==> config.mk <==
export PLATFORM = sky130hd
export DESIGN_NAME = projectile_pool
export DESIGN_NICKNAME = d
export VERILOG_FILES = /design/src/rtl/projectile_pool.sv
export SDC_FILE = /design/constraint.sdc
export NUM_CORES = 1
export LEC_CHECK = 0
export ABC_AREA = 0
export CELL_PAD_IN_SITES_DETAIL_PLACEMENT = 1
export CELL_PAD_IN_SITES_GLOBAL_PLACEMENT = 2
export CORE_AREA = 2 2 119 121
export CTS_BUF_LIST = sky130_fd_sc_hd__clkbuf_8
export DETAILED_ROUTE_END_ITERATION = 7
export DIE_AREA = 0 0 121 123
export GPL_TIMING_DRIVEN = 0
export PLACE_DENSITY_LB_ADDON = 0.3
export SETUP_SLACK_MARGIN = 0.05
export SYNTH_ARGS = -nofsm -noshare
export SYNTH_HDL_FRONTEND = slang
export SYNTH_SLANG_ARGS = --single-unit
==> constraint.sdc <==
create_clock -name clk -period 5.8 [get_ports clk]
set_clock_uncertainty 0.1 [all_clocks]
set_input_delay 1.16 -clock clk [delete_from_list [all_inputs] [get_ports clk]]
set_output_delay 1.16 -clock clk [all_outputs]
set_load 0.02 [all_outputs]
==> src/rtl/projectile_pool.sv <==
`default_nettype none
// ============================================================================
// projectile_pool : N-slot projectile allocator and per-frame mover
// Rev 1.0
// ============================================================================
module projectile_pool #(
  parameter int NUM_SLOTS = 4,
  parameter int DIR_UP    = 1,
  parameter int STEP      = 4,
  parameter int X_OFFSET  = 14,
  parameter int Y_LIMIT   = 470,
  parameter int COOLDOWN  = 8
) (
  input  logic                      clk,
  input  logic                      rst_n,
  input  logic                      frame,
  input  logic                      fire,
  input  logic [9:0]                origin_x,
  input  logic [9:0]                origin_y,
  input  logic [NUM_SLOTS-1:0]      hit,
  output logic [NUM_SLOTS-1:0]      active,
  output logic [10*NUM_SLOTS-1:0]   pos_x,
  output logic [10*NUM_SLOTS-1:0]   pos_y,
  output logic                      fire_ack,
  output logic                      full
);

  localparam int              CD_W     = (COOLDOWN < 2) ? 1 : $clog2(COOLDOWN + 1);
  localparam logic [CD_W-1:0] C_CD_LOAD = CD_W'(COOLDOWN);
  localparam logic [9:0]      C_STEP    = 10'(STEP);
  localparam logic [10:0]     C_LIMIT   = 11'(Y_LIMIT);
  localparam logic [9:0]      C_XOFF    = 10'(X_OFFSET);

  logic [CD_W-1:0]      r_cd;
  logic                 r_ack;
  logic [NUM_SLOTS-1:0] w_sel;
  logic                 w_any_free;
  logic                 w_spawn;

  // Lowest-index idle slot, judged on the registered (pre-cycle) mask.
  always_comb begin
    w_sel      = '0;
    w_any_free = 1'b0;
    for (int i = 0; i < NUM_SLOTS; i++) begin
      if (!active[i] && !w_any_free) begin
        w_sel[i]   = 1'b1;
        w_any_free = 1'b1;
      end
    end
  end

  assign w_spawn = fire && (r_cd == '0) && w_any_free;

  always_ff @(posedge clk or negedge rst_n) begin
    if (!rst_n) begin
      r_cd  <= '0;
      r_ack <= 1'b0;
    end else begin
      r_ack <= w_spawn;
      if (w_spawn)
        r_cd <= C_CD_LOAD;
      else if (frame && (r_cd != '0))
        r_cd <= r_cd - CD_W'(1);
    end
  end

  for (genvar i = 0; i < NUM_SLOTS; i++) begin : g_slot
    logic       r_act;
    logic [9:0] r_x;
    logic [9:0] r_y;
    logic [9:0] w_next_y;
    logic       w_exit;

    if (DIR_UP != 0) begin : g_up
      assign w_exit   = (r_y < C_STEP);
      assign w_next_y = r_y - C_STEP;
    end else begin : g_down
      logic [10:0] w_sum;
      assign w_sum    = {1'b0, r_y} + {1'b0, C_STEP};
      assign w_exit   = (w_sum > C_LIMIT);
      assign w_next_y = r_y + C_STEP;
    end

    // A spawning slot was idle last cycle, so hit/frame cannot touch it here.
    always_ff @(posedge clk or negedge rst_n) begin
      if (!rst_n) begin
        r_act <= 1'b0;
        r_x   <= '0;
        r_y   <= '0;
      end else if (w_spawn && w_sel[i]) begin
        r_act <= 1'b1;
        r_x   <= origin_x + C_XOFF;
        r_y   <= origin_y;
      end else if (r_act) begin
        if (hit[i])
          r_act <= 1'b0;
        else if (frame) begin
          if (w_exit)
            r_act <= 1'b0;
          else
            r_y <= w_next_y;
        end
      end
    end

    assign active[i]          = r_act;
    assign pos_x[10*i +: 10]  = r_x;
    assign pos_y[10*i +: 10]  = r_y;
  end

  assign fire_ack = r_ack;
  assign full     = &active;

endmodule
`default_nettype wire

==> results.md <==
- Status: complete, no violations
- Unique masters post-synth: 54
- Main combinational cell family by area after synthesis: simple AND/OR/NAND/NOR gates
- Clk pin slew, worst setup/hold paths: roughly 0.09 ns
- Syn Inst Count: ~460
- DRC Markers: 0
- Post-Route WL: ~14,000 um
- Setup violators final: 0
- Yosys warnings: 0
- Die ar.: roughly 0.015 mm2
- Synthesized Nets: 490
- Gate power share: 36.1%
- Post-synthesis compound-gate area fraction: 14.4%
- Final ANT Viol Nets: 0
- Num CTS Buffers: 9
- Slowest CP cell: clkdlybuf4s50_1
- All-layer global routing usage: about a fifth
- RSZ-0062 raised after global routing: false
- Layout cells sized above 1: about 8.0%
- Maximum VDD drop: 195 uV
- Clk pwr share: approximately 20%
- Fmax: between 200 and 300 MHz
- Placed Cells: 750
- Worst R2R Start: r_cd[0]
- Rows: 43
- Ports: 114
- Vias: about 3,900
- CP max FO: 10
- Sequential power share: 44.1%
- Fill cell count: 1,600
- Power density over the cells: about 340 mW/mm2
- Leak: roughly 0.0025 uW
- Switching part of the total: between 30% and 40%
- Total power: slightly below 2000 uW
- Initial Util: 31.5%
- FF+latch area: approximately 0.0022 mm2
- Multi-input gate area: approximately 0.0019 mm2
- Critical Path, Cell by Cell: clkbuf_1 > nand3_1 > nor2_1 > clkdlybuf4s50_1
- Placed Area: 0.00567 mm2
- Ys async rst share: between 90% and 100%
- Post-Route Hold Slack: around 0.38 ns
- CP Data Required Time: about 4.5 ns
- Worst EP arrival: approximately 2.2 ns
- CP max stage delay: ~0.66 ns
- Primary FF master, synth: dfrtp_1
- Clk Latency, worst-skew pair: between 0.3 and 0.4 ns
- CTS max path bufs: 2
- CTS tree: done
- Slew headroom: a little under two fifths
- Post-CTS setup buffers: 0
- Synth Area in XOR/XNOR: 2.45%
- Cell area after synthesis: 0.00429 mm2
- Gates resized, CTS repair: 0
- Max-Cap Viols: 0
- Routability cong.: between 0.8 and 0.9
- Final hold vios: 0
- Hold path cells: 2
- Reg-to-reg critical path endpoint: g_slot[0].r_y[5]
- TritonRoute pass-1 iters: 4
- DRT iter0 DRCs: 158
- Final worst path period need: between 3 and 4 ns
- DR WL/cell: 18.0 um
- Design area: about 0.0058 mm2
- Die height: 123 um
- CTS H-Tree Depth: 3
- First-pass GRT wire length: ~22,000 um
- Simple-Gate Fraction of Synth Area: 23.8%
- Ant diodes: 0
- Largest cells by area after synthesis: dfrtp_1 (52%), nand2_1 (9.1%), o21ai_0 (5.5%)
- GRT overflow: 0
- Sequential fraction of the synthesis area: about half
- Leading area contributor after synthesis: dfrtp_1
- Cts hold-fix bufs: 0
- Final #Nets: between 600 and 700
- Vias in the first global route: 4,017
- Critical Path End Type: output pin
- CP startpoint kind: flip-flop
- Share of the synthesized area in the top cell type: approximately half
- Crit Path Class: reg2out
- EDFF count, synth: 0
- Setup_tns: 0 ns
- Internal power: 1240 uW
- Vias per Instance: between 5 and 6
- Mean Syn Cell Area: roughly 9.4 um2
- Area growth, synth to finish: 36.2%
- Register-to-register setup slack: 3.37 ns
- Clk root buf: clkbuf_8
- Min-Delay Startpoint: g_slot[2].r_y[1]
- FF-to-FF path depth: 8
- WHS Endpoint: g_slot[2].r_y[1]
- Slew @ Worst Pin: between 0.9 and 1 ns
- Core region area: between 0.01 and 0.015 mm2
- Count of pins over their slew limit: 0
- PortBufs: roughly 110
- Mux cell area share after synthesis: around 1.2%
- Yosys reg bits: 89
- Die width: 121 um
- Fin crit share: around 60%
- Initial antenna violation count: 0
- Largest net degree at the start of global routing: between 60 and 70
- P_sw: 735 uW
- Worst Hold Class: reg2reg
- Fin cells: ~770
- Detailed placement HPWL: 10,300 um
- Post-Synth Adder-Cell Area: 1.75%
- Clk sinks: just under 90
layout make-up:
type | instances | area share [%]
Clock inverter | 7 | 0.814
Sequential cell | 89 | 38.1
Tap cell | 180 | 3.85
Multi-Input combinational cell | 327 | 32.0
Inverter | 16 | 1.03
Timing Repair Buffer | 114 | 19.8
Buffer | 24 | 2.27
Clock buffer | 9 | 2.12
layer usage:
metal  part of all wire [%]  global-route usage (%)
met1                     47                    25.8
met2                     48                    31.8
met3                    4.6                    4.57
met4                   0.93                    5.09
met5                      0                       0
through the flow:
| stage | setup WS [ns] | util, % |
|---|---|---|
| 3_3_place_gp | 0.0486 | 41.5 |
| 4_1_cts | 2.31 | 42.9 |
| 5_1_grt | 2.15 | 42.9 |
| 3_5_place_dp | 2.46 | 41.7 |
| 2_1_floorplan | 3.30 | - |
| 6_report | 2.34 | 42.9 |
cell families (layout without fill, tap and decap cells):
family          count (synthesis)  after routing
simple gates                  208            208
compound gates                 96             96
flops                          89             89
buf+inv                        40            170
xor+xnor                       12             12
fa+ha+maj                       6              6
mux                             5              5
cell usage in the layout, fill, tap and decap left out, types with 4 or more instances in the layout:
cell / n
clkdlybuf4s50_1: 112
nand2_1: 104
dfrtp_1: 89
o21ai_0: 47
nand3_1: 20
nor2_1: 19
inv_1: 17
nor3_1: 15
buf_2: 13
nand3b_1: 9
clkbuf_8: 9
xnor2_1: 8
a21oi_1: 6
buf_4: 6
o211ai_1: 6
ha_1: 6
clkbuf_1: 5
or3_1: 5
mux2i_1: 5
a221o_1: 5
a31oi_1: 5
xor2_1: 4
and3b_1: 4
worst max-delay path by stage:
stage                         start               end  slack, ns  depth (start not counted)
detailed placement             fire  g_slot[0].r_y[5]       2.46                          7
global placement              rst_n          fire_ack       0.05                          1
global route        g_slot[0].r_act              full       2.15                          4
floorplan                      fire  g_slot[3].r_y[4]       3.30                          6
finish              g_slot[0].r_act              full       2.34                          4
CTS                 g_slot[0].r_act              full       2.31                          4
sequential cells by signal, summed over array words and instances (netlist names):
register and cells:
g_slot.r_y 40, g_slot.r_act 4, fire_ack 1, r_cd 4, g_slot.r_x 40
cells in the mapped netlist, types with 4 or more instances:
cell and n:
nand2_1 104, dfrtp_1 89, o21ai_0 47, nand3_1 20
nor2_1 19, inv_1 16, nor3_1 15, buf_2 13
nand3b_1 9, xnor2_1 8, a21oi_1 6, ha_1 6
o211ai_1 6, a221o_1 5, a31oi_1 5, buf_4 5
clkbuf_1 5, mux2i_1 5, or3_1 5, and3b_1 4
xor2_1 4
critical path, delay by kind of cell (launching register included):
family,cells,cell delay (ns)
buffers and inverters,2,1.00
and+or+nand+nor,2,0.45
DFF,1,0.37
power groups by stage:
stage	Sequential [uW]	Combinational, uW	Clock [uW]
after floorplan	1000	225	0
final	871	712	393
after CTS	873	722	411
after global placement	882	699	0
after detailed placement	885	719	0
after global routing	894	780	432
Note: power is estimated with default switching activity, not from simulation.
